[config.mk]
export PLATFORM = sky130hd
export DESIGN_NAME = mosfet_gate_guard
export DESIGN_NICKNAME = d
export VERILOG_FILES = /design/src/rtl/mosfet_gate_guard.sv
export SDC_FILE = /design/constraint.sdc
export NUM_CORES = 1
export LEC_CHECK = 0
export CORE_AREA = 2 2 140 142
export DETAILED_ROUTE_END_ITERATION = 7
export DIE_AREA = 0 0 142 144
export PLACE_DENSITY = 0.77
export SKIP_CTS_REPAIR_TIMING = 1
export SLEW_MARGIN = 15
export SYNTH_ARGS = -nofsm -noshare
export SYNTH_HDL_FRONTEND = slang
export SYNTH_SLANG_ARGS = --single-unit
[constraint.sdc]
create_clock -name clk -period 2.9 [get_ports clk]
set_clock_uncertainty 0.05 [all_clocks]
set_input_delay 0.29 -clock clk [delete_from_list [all_inputs] [get_ports clk]]
set_output_delay 0.29 -clock clk [all_outputs]
set_load 0.02 [all_outputs]
[src/rtl/mosfet_gate_guard.sv]
// Gate-pin safety stage: per half-bridge interlock, dead time and max on-time,
// plus a latched global fault that holds every gate low until software clears it.

module mgg_ontimer #(
    parameter logic [15:0] MAX_ON_CYCLES = 16'd20000
) (
    input  logic clk,
    input  logic rst_n,
    input  logic i_on,
    output logic o_ot
);
    logic [15:0] r_on;

    always_ff @(posedge clk or negedge rst_n) begin
        if (!rst_n) r_on <= '0;
        else        r_on <= i_on ? r_on + 16'd1 : 16'd0;
    end

    // r_on lags the line by one cycle, so MAX-1 here means this is the MAX-th high cycle
    assign o_ot = i_on && (r_on >= MAX_ON_CYCLES - 16'd1);
endmodule

module mgg_pair #(
    parameter logic [7:0]  DEAD_CYCLES   = 8'd10,
    parameter logic [15:0] MAX_ON_CYCLES = 16'd20000
) (
    input  logic       clk,
    input  logic       rst_n,
    input  logic [1:0] i_req,
    input  logic       i_hold,
    output logic [1:0] o_gate,
    output logic [1:0] o_ot
);
    typedef enum logic [1:0] {IDLE, UP_ON, LO_ON, DEAD} st_t;

    st_t        r_st;
    logic [7:0] r_dcnt;
    logic [1:0] r_gate;

    always_ff @(posedge clk or negedge rst_n) begin
        if (!rst_n) begin
            r_st   <= IDLE;
            r_dcnt <= '0;
            r_gate <= '0;
        end else if (i_hold) begin
            r_st   <= DEAD;
            r_dcnt <= DEAD_CYCLES - 8'd1;
            r_gate <= '0;
        end else begin
            case (r_st)
                UP_ON, LO_ON: begin
                    // gate mirrors the accepted request, so any change ends the interval
                    if (i_req != r_gate) begin
                        r_st   <= DEAD;
                        r_dcnt <= DEAD_CYCLES - 8'd1;
                        r_gate <= 2'b00;
                    end
                end
                default: begin
                    if (r_st == DEAD && r_dcnt != 8'd0) begin
                        r_dcnt <= r_dcnt - 8'd1;
                    end else begin
                        case (i_req)
                            2'b10: begin r_st <= UP_ON; r_gate <= 2'b10; end
                            2'b01: begin r_st <= LO_ON; r_gate <= 2'b01; end
                            default: begin r_st <= IDLE; r_gate <= 2'b00; end
                        endcase
                    end
                end
            endcase
        end
    end

    assign o_gate = r_gate;

    for (genvar b = 0; b < 2; b++) begin : g_on
        mgg_ontimer #(.MAX_ON_CYCLES(MAX_ON_CYCLES)) u_on (
            .clk  (clk),
            .rst_n(rst_n),
            .i_on (r_gate[b]),
            .o_ot (o_ot[b])
        );
    end
endmodule

module mosfet_gate_guard #(
    parameter logic [7:0]  DEAD_CYCLES   = 8'd10,
    parameter logic [15:0] MAX_ON_CYCLES = 16'd20000
) (
    input  logic       clk,
    input  logic       rst_n,
    input  logic [1:0] mosfet_buck1_in,
    input  logic [1:0] mosfet_buck2_in,
    input  logic [1:0] mosfet_res1_in,
    input  logic [1:0] mosfet_res2_in,
    input  logic       mosfet_deion_in,
    input  logic       is_operation,
    input  logic       fault_clear,
    output logic [1:0] gate_buck1,
    output logic [1:0] gate_buck2,
    output logic [1:0] gate_res1,
    output logic [1:0] gate_res2,
    output logic       gate_deion,
    output logic       fault,
    output logic [1:0] fault_code,
    output logic [2:0] fault_chan
);
    localparam int NUM_PAIRS = 4;

    logic [NUM_PAIRS-1:0][1:0] w_raw, w_req, w_gate, w_ot_pair;
    logic [NUM_PAIRS-1:0]      w_st;
    logic [NUM_PAIRS:0]        w_ot;
    logic [1:0]                w_code;
    logic [2:0]                w_chan;
    logic                      w_set, w_clr, w_hold, w_idle_in;

    logic       r_fault, r_deion;
    logic [1:0] r_code;
    logic [2:0] r_chan;

    assign w_raw = {mosfet_res2_in, mosfet_res1_in, mosfet_buck2_in, mosfet_buck1_in};

    for (genvar p = 0; p < NUM_PAIRS; p++) begin : g_pair
        assign w_st[p]  = &w_raw[p];
        assign w_req[p] = is_operation ? w_raw[p] : 2'b00;
        assign w_ot[p]  = |w_ot_pair[p];
        mgg_pair #(.DEAD_CYCLES(DEAD_CYCLES), .MAX_ON_CYCLES(MAX_ON_CYCLES)) u_pair (
            .clk   (clk),
            .rst_n (rst_n),
            .i_req (w_req[p]),
            .i_hold(w_hold),
            .o_gate(w_gate[p]),
            .o_ot  (w_ot_pair[p])
        );
    end

    mgg_ontimer #(.MAX_ON_CYCLES(MAX_ON_CYCLES)) u_on_deion (
        .clk  (clk),
        .rst_n(rst_n),
        .i_on (r_deion),
        .o_ot (w_ot[NUM_PAIRS])
    );

    // Descending scans so the lowest channel is written last; shoot-through overrides over-time
    always_comb begin
        w_code = 2'd0;
        w_chan = 3'd0;
        for (int c = NUM_PAIRS; c >= 0; c--)
            if (w_ot[c]) begin w_code = 2'd2; w_chan = 3'(c); end
        for (int c = NUM_PAIRS - 1; c >= 0; c--)
            if (w_st[c]) begin w_code = 2'd1; w_chan = 3'(c); end
    end

    assign w_idle_in = ~|w_raw && !mosfet_deion_in;
    assign w_set     = !r_fault && (w_code != 2'd0);
    assign w_clr     = r_fault && fault_clear && w_idle_in;
    assign w_hold    = r_fault || w_set;

    always_ff @(posedge clk or negedge rst_n) begin
        if (!rst_n) begin
            r_fault <= 1'b0;
            r_code  <= '0;
            r_chan  <= '0;
            r_deion <= 1'b0;
        end else begin
            if (w_set) begin
                r_fault <= 1'b1;
                r_code  <= w_code;
                r_chan  <= w_chan;
            end else if (w_clr) begin
                r_fault <= 1'b0;
                r_code  <= '0;
                r_chan  <= '0;
            end
            r_deion <= mosfet_deion_in && is_operation && !w_hold;
        end
    end

    assign gate_buck1 = w_gate[0];
    assign gate_buck2 = w_gate[1];
    assign gate_res1  = w_gate[2];
    assign gate_res2  = w_gate[3];
    assign gate_deion = r_deion;
    assign fault      = r_fault;
    assign fault_code = r_code;
    assign fault_chan = r_chan;
endmodule

# --- Yosys cells after proc, flatten, opt, wreduce, memory -nomap -nowiden ---
# Cells that the tools add are included.
op_classes:
  reduce_logical: 55
  n_eq_ne: 32
  muxes: 93
  n_lt_le_gt_ge: 9
  addsub: 13
op_table:
  columns: ["operator", "n"]
  rows:
  - ["16-bit by 1-bit adder with 16-bit output (second input constant)", 9]
  - ["16-bit by 15-bit greater-or-equal comparator with 1-bit output (second input constant)", 9]
  - ["16-bit two-way mux", 9]
  - ["8-bit two-way mux", 16]
  - ["2-bit two-way mux", 47]
  - ["3-bit two-way mux", 11]
  - ["2-bit one-hot mux with 2 select lines", 8]
  - ["8-bit nonzero test", 4]
  - ["8-bit by 1-bit subtractor with 8-bit output (second input constant)", 4]
  - ["2-bit equality test (second input constant)", 12]
  - ["2-bit AND reduction", 12]
  - ["1-bit logical AND", 19]
  - ["2-bit by 1-bit equality test with 1-bit output (second input constant)", 8]
  - ["2-bit OR reduction", 8]
  - ["3-bit by 2-bit inequality test with 1-bit output (second input constant)", 4]
  - ["3-bit inequality test (second input constant)", 4]
  - ["3-bit nonzero test", 4]
  - ["2-bit inequality test", 4]
  - ["8-bit OR reduction", 1]
  - ["1-bit zero test", 4]
  - ["2-bit nonzero test", 2]
  - ["1-bit two-way mux", 2]
  - ["1-bit logical OR", 1]
word_totals:
  in_bits: 13
  register_bits: 199
  out_inout_bits: 15
  elab_cells: 227

# --- Longest topological paths before layout ---
logic_depth:
  ltp_word: 16
  ltp_mapped: 10
  depth_no_buf: 9

# --- Cells and area by module ---
# Synthesis repeated with hierarchy kept, for this count alone.
unflattened:
  cells_unflattened: 1080
  hier_area_um2: 10854.2
by_module_without_submodules:
  columns: ["module", "area_each_um2", "seq_area_each_um2", "cells_each", "instances"]
  rows:
  - ["mgg_ontimer", 848.3, 400.4, 84, 9]
  - ["mgg_pair (g_pair[0].u_pair ...)", 686.9, 300.3, 67, 3]
  - ["mgg_pair (g_pair[3].u_pair)", 686.9, 300.3, 66, 1]
  - ["mosfet_gate_guard", 471.7, 175.2, 57, 1]

# --- Worst setup path after synthesis ---
# No wires, ideal clock.
synth_path:
  kind: "flip-flop to flip-flop"
  from: "reg g_pair[2].u_pair.g_on[1].u_on.r_on[0]"
  to: "reg r_chan[0] (netlist: fault_chan[0])"
  path_slack_ps: 506
  n_path_buf: 0
  setup_time_ps: 125
  arrival_ps: 2219
  required_ps: 2725
  path_stages_with_launch: 9
  synth_period_minus_slack_ps: 2394
  cell_sequence: "dfrtp_1 -> ha_1 -> nand4_1 -> a2111oi_2 -> o41a_1 -> and4bb_1 -> nor3b_2 -> a21o_1 -> mux2_4"
synth_between:
  elab_chain_cells: 13
  word_cells_on_any_way: 21
  cone_classes: "order compare (1); mux (15); reduce/logical (5)"
synth_lines:
  columns: ["element", "line", "text"]
  rows:
  - ["from (decl)", "12", "logic [15:0] r_on;"]
  - ["from (signal assigned)", "16", "else r_on <= i_on ? r_on + 16'd1 : 16'd0;"]
  - ["16-bit by 15-bit greater-or-equal comparator with 1-bit output *", "20", "assign o_ot = i_on && (r_on >= MAX_ON_CYCLES - 16'd1);"]
  - ["1-bit logical AND *", "20", null]
  - ["2-bit OR reduction *", "126", "assign w_ot[p] = |w_ot_pair[p];"]
  - ["2-bit two-way mux (3 in series)", "149", "if (w_ot[c]) begin w_code = 2'd2; w_chan = 3'(c); end"]
  - ["2-bit two-way mux (4 in series)", "151", "if (w_st[c]) begin w_code = 2'd1; w_chan = 3'(c); end"]
  - ["2-bit nonzero test", "155", "assign w_set = !r_fault && (w_code != 2'd0);"]
  - ["1-bit logical AND", "155", null]
  - ["3-bit two-way mux or 2-bit nonzero test (tied branches)", null, null]
  - ["to (signal assigned)", "169", "r_chan <= w_chan;"]
  - ["to (decl)", "119", "logic [2:0] r_chan;"]
# Every way passes the cells marked *; elsewhere a longest branch is shown, timed or not.
# A chain may end at the register's enable or synchronous reset.

# --- Worst setup path in the final report ---
layout_path:
  from: "reg g_pair[0].u_pair.g_on[1].u_on.r_on[0]"
  to: "reg g_pair[3].u_pair.r_dcnt[7]"
layout_between:
  elab_chain_cells: 13
  word_cells_on_any_way: 15
  cone_classes: "order compare (1); eq/ne (1); mux (6); reduce/logical (7)"
layout_lines:
  columns: ["element", "line", "text"]
  rows:
  - ["from (decl)", "12", null]
  - ["from (signal assigned)", "16", null]
  - ["16-bit by 15-bit greater-or-equal comparator with 1-bit output *", "20", null]
  - ["1-bit logical AND *", "20", null]
  - ["2-bit OR reduction *", "126", null]
  - ["2-bit two-way mux *", "149", null]
  - ["2-bit two-way mux * (4 in series)", "151", null]
  - ["2-bit nonzero test *", "155", null]
  - ["1-bit logical AND *", "155", null]
  - ["1-bit logical OR *", "157", "assign w_hold = r_fault || w_set;"]
  - ["3-bit by 2-bit inequality test with 1-bit output (no source line) or 3-bit nonzero test (tied branches)", null, null]
  - ["2-bit AND reduction (no source line)", null, null]
  - ["to (signal assigned)", "47", "r_dcnt <= DEAD_CYCLES - 8'd1;"]
  - ["to (signal assigned)", "55", "r_dcnt <= DEAD_CYCLES - 8'd1;"]
  - ["to (signal assigned)", "61", "r_dcnt <= r_dcnt - 8'd1;"]
  - ["to (decl)", "37", "logic [7:0] r_dcnt;"]
# Marked as above.

==> results.cfg <==
[outcome]
outcome = finished, final reports clean

[global_route]
grt_overflow = 0
grt_usage_pct = 20.33
grt_first_pass_wirelength_mm = 34.08
grt_max_degree = 81
first_global_vias = 7296
antenna_found_initial = 0

[yosys]
async_flop_share_pct = 100.0
synthTopCellsByCount = 199 x dfrtp_1, 109 x and2_1, 90 x nand2_1, 90 x nor2_1, 89 x xnor2_1
synth_nets = 1104
syn_inst = 1070
synth_cell_types = 65
yosysSeqAreaShare_pct = 47.62
avgSynthCellArea_um2 = 9.773
synth-seq-cells = 199
synth.most_common_cell = dfrtp_1
synth_top_area_cell = dfrtp_1
synth_edf_count = 0
synth_top_area_share_pct = 47.62
synth_area_um2 = 10460
synth.area.top_cells = dfrtp_1 48%, xnor2_1 7.5%, and2_1 6.5%, xor2_1 3.9%, nand2_1 3.2%
yosys_most_used_dff = dfrtp_1
yosys_warnings = 0

[final_layout]
nNetsFinal = 1132
drive_above_1_share_pct = 5.941
synthToLayoutAreaGrowth_pct = 11.70
final_util_pct = 61.22
n_antenna_cell = 0

[power_and_ir_drop]
p_leak_nw = 4.933
total_power_mw = 5.551
ir_worst_vdd_mv = 0.2778
power_density_nw_per_um2 = 475.2

[critical_path]
path_buf_inv = 1
critPathTopFamily = simple AND/OR/NAND/NOR gates
cp_data_required_time_ps = 3210
r2r_start = g_pair[0].u_pair.g_on[1].u_on.r_on[0]
crit_type = flop to flop
cp_slowest_cell = o41ai_2
r2r_cells = 9
critPathArrivalTime_ps = 3010
rr_endpoint = g_pair[3].u_pair.r_dcnt[7]
worstPathCellList = ha_1 -> nand4_1 -> a2111oi_0 -> o41ai_2 -> o2111ai_2 -> and4b_2 -> buf_12 -> nand2_1 -> nor2_1
slowest_delay_ps = 420
cp-start-kind = flop
worstSetupEndpointType = flop
regToRegSetupSlack_ps = 200
crit_fanout = 34

[clocking]
clkTransAtPathRegs_ps = 70
root_buffer = clkbuf_16
clock_path_buffers = 2
cts-htree-levels = 4
clock_sinks = 199
cts_tree = built
cts_made_buffers = 17
clkLatencyLatePin_ps = 430

[drt]
drt-total-wl_mm = 19.84
drtAntennaViolNets = 0
drt_pass1_iterations = 4
vias = 7573
routed_via_density = 5.614
drcViolationCount = 0
drtIter0Drc = 387
wl_per_cell_um = 14.70

[timing]
grt_setup_unrepaired = false
period_share_pct = 92.99
max_freq_ghz = 0.3708
drv_slew = 0
setup_violations = 0
worst_pin_slew_ps = 649.0
finalSetupTns_ps = 0
max-slew-margin-rel_pct = 56.74
period_needed_ps = 2697
hold_viol = 0

[die]
dieArea_um2 = 20450
core_area_um2 = 19080
die_h_um = 144
dieWidth_um = 142
io_pins = 28
start_util_pct = 54.81
rows = 51

[placed_design]
gp_congestion = 0.8150
port_buffers = 27
dpl.hpwl_mm = 13.41

[run]
max_cap_violations = 0

[worst_hold_path]
hold_class = primary input to asynchronous set/reset pin
## worst max-delay path by stage
| stage | slack (ps) | from | to | depth (start not counted) |
|---|---|---|---|---|
| 6_report | 200 | g_pair[0].u_pair.g_on[1].u_on.r_on[0] | g_pair[3].u_pair.r_dcnt[7] | 9 |
| 5_1_grt | 8 | g_pair[0].u_pair.g_on[1].u_on.r_on[0] | g_pair[3].u_pair.r_dcnt[2] | 9 |
| 4_1_cts | 110 | g_pair[1].u_pair.g_on[1].u_on.r_on[0] | g_pair[3].u_pair.r_dcnt[7] | 9 |
| 3_5_place_dp | 150 | g_pair[1].u_pair.g_on[1].u_on.r_on[0] | g_pair[3].u_pair.r_dcnt[7] | 9 |
| 3_3_place_gp | 250 | g_pair[1].u_pair.g_on[1].u_on.r_on[0] | g_pair[3].u_pair.r_dcnt[4] | 9 |
| 2_1_floorplan | 510 | g_pair[2].u_pair.g_on[1].u_on.r_on[0] | fault_chan[0] | 8 |
## cell usage in the layout, fill, tap and decap left out, types with 5 or more instances in the layout
master	count
dfrtp_1	199
and2_1	109
nand2_1	90
nor2_1	90
xnor2_1	89
nand3_1	54
xor2_1	46
nand4_1	41
inv_1	32
o21ai_0	31
or3_1	28
clkdlybuf4s50_1	26
ha_1	21
nor2b_1	18
clkbuf_16	17
a21boi_0	15
nor3_1	15
o22ai_1	15
buf_4	13
a21oi_1	12
and3_1	11
nor4_1	11
and4_1	10
o21a_1	8
nand3b_1	6
and3b_1	6
o41ai_2	5
o21ai_1	5
a22oi_1	5
or4_1	5
bufinv_16	5
## worst register-to-register path: stages, from the launching register on
cell	delay (ps)
dfrtp_1	410
ha_1	260
nand4_1	170
a2111oi_0	140
o41ai_2	420
o2111ai_2	270
and4b_2	420
buf_12	200
nand2_1	160
nor2_1	130
## per-stage QoR
stage | hold WS (ps) | cell area, um^2 | setup slack [ps] | instances
after floorplan | -55.59 | 10460 | 505.8 | 1070
after global placement | 317.9 | 11000 | 247.4 | 1315
after detailed placement | 323.9 | 11000 | 153.0 | 1315
after CTS | -138.4 | 11660 | 106.6 | 1347
after global routing | 428.8 | 11680 | 8.238 | 1349
final | 407.7 | 11680 | 203.2 | 1349
## kinds of logic (layout without fill, tap and decap cells)
logic type / after synthesis / count (layout) / share of synthesized area [%]
compound gates: 131 / 131 / 8.878
xor+xnor: 135 / 135 / 11.31
fa+ha+maj: 21 / 21 / 2.513
buf+inv: 67 / 108 / 2.836
flops: 199 / 199 / 47.62
mux: 2 / 2 / 0.2393
simple gates: 515 / 515 / 26.61
## power by group
part	total (mW)	internal (mW)	leakage (nW)	switching, mW
logic	0.143	0.0476	1.93	0.0958
clock network	2.63	1.56	0.321	1.06
registers	2.78	2.78	2.68	0.00243
total	5.55	4.39	4.93	1.16
## cell type report
cell class / count / area [um^2]
sequential: 199 / 4980
timing repair buffer: 44 / 441.7
multi-input combinational: 804 / 5182
clock inverter: 14 / 220.2
inverter: 32 / 120.1
tap: 238 / 297.8
clock buffer: 18 / 439.2
fill: 1525 / 7398
## registers in the layout (all words and copies together) (netlist names)
| name | cells |
|---|---|
| g_pair.u_pair.g_on.u_on.r_on | 128 |
| g_pair.u_pair.r_dcnt | 32 |
| u_on_deion.r_on | 16 |
| g_pair.u_pair.o_gate | 8 |
| g_pair.u_pair.r_st | 8 |
| fault_chan | 3 |
| fault_code | 2 |
| fault | 1 |
| gate_deion | 1 |
## layer usage
metal  wire length (um)  track usage, %
met2               9288           33.36
met1               9618           27.93
met3                679           3.874
met4                250           5.421
met5                  0               0
Note: power is estimated with default switching activity, not from simulation.
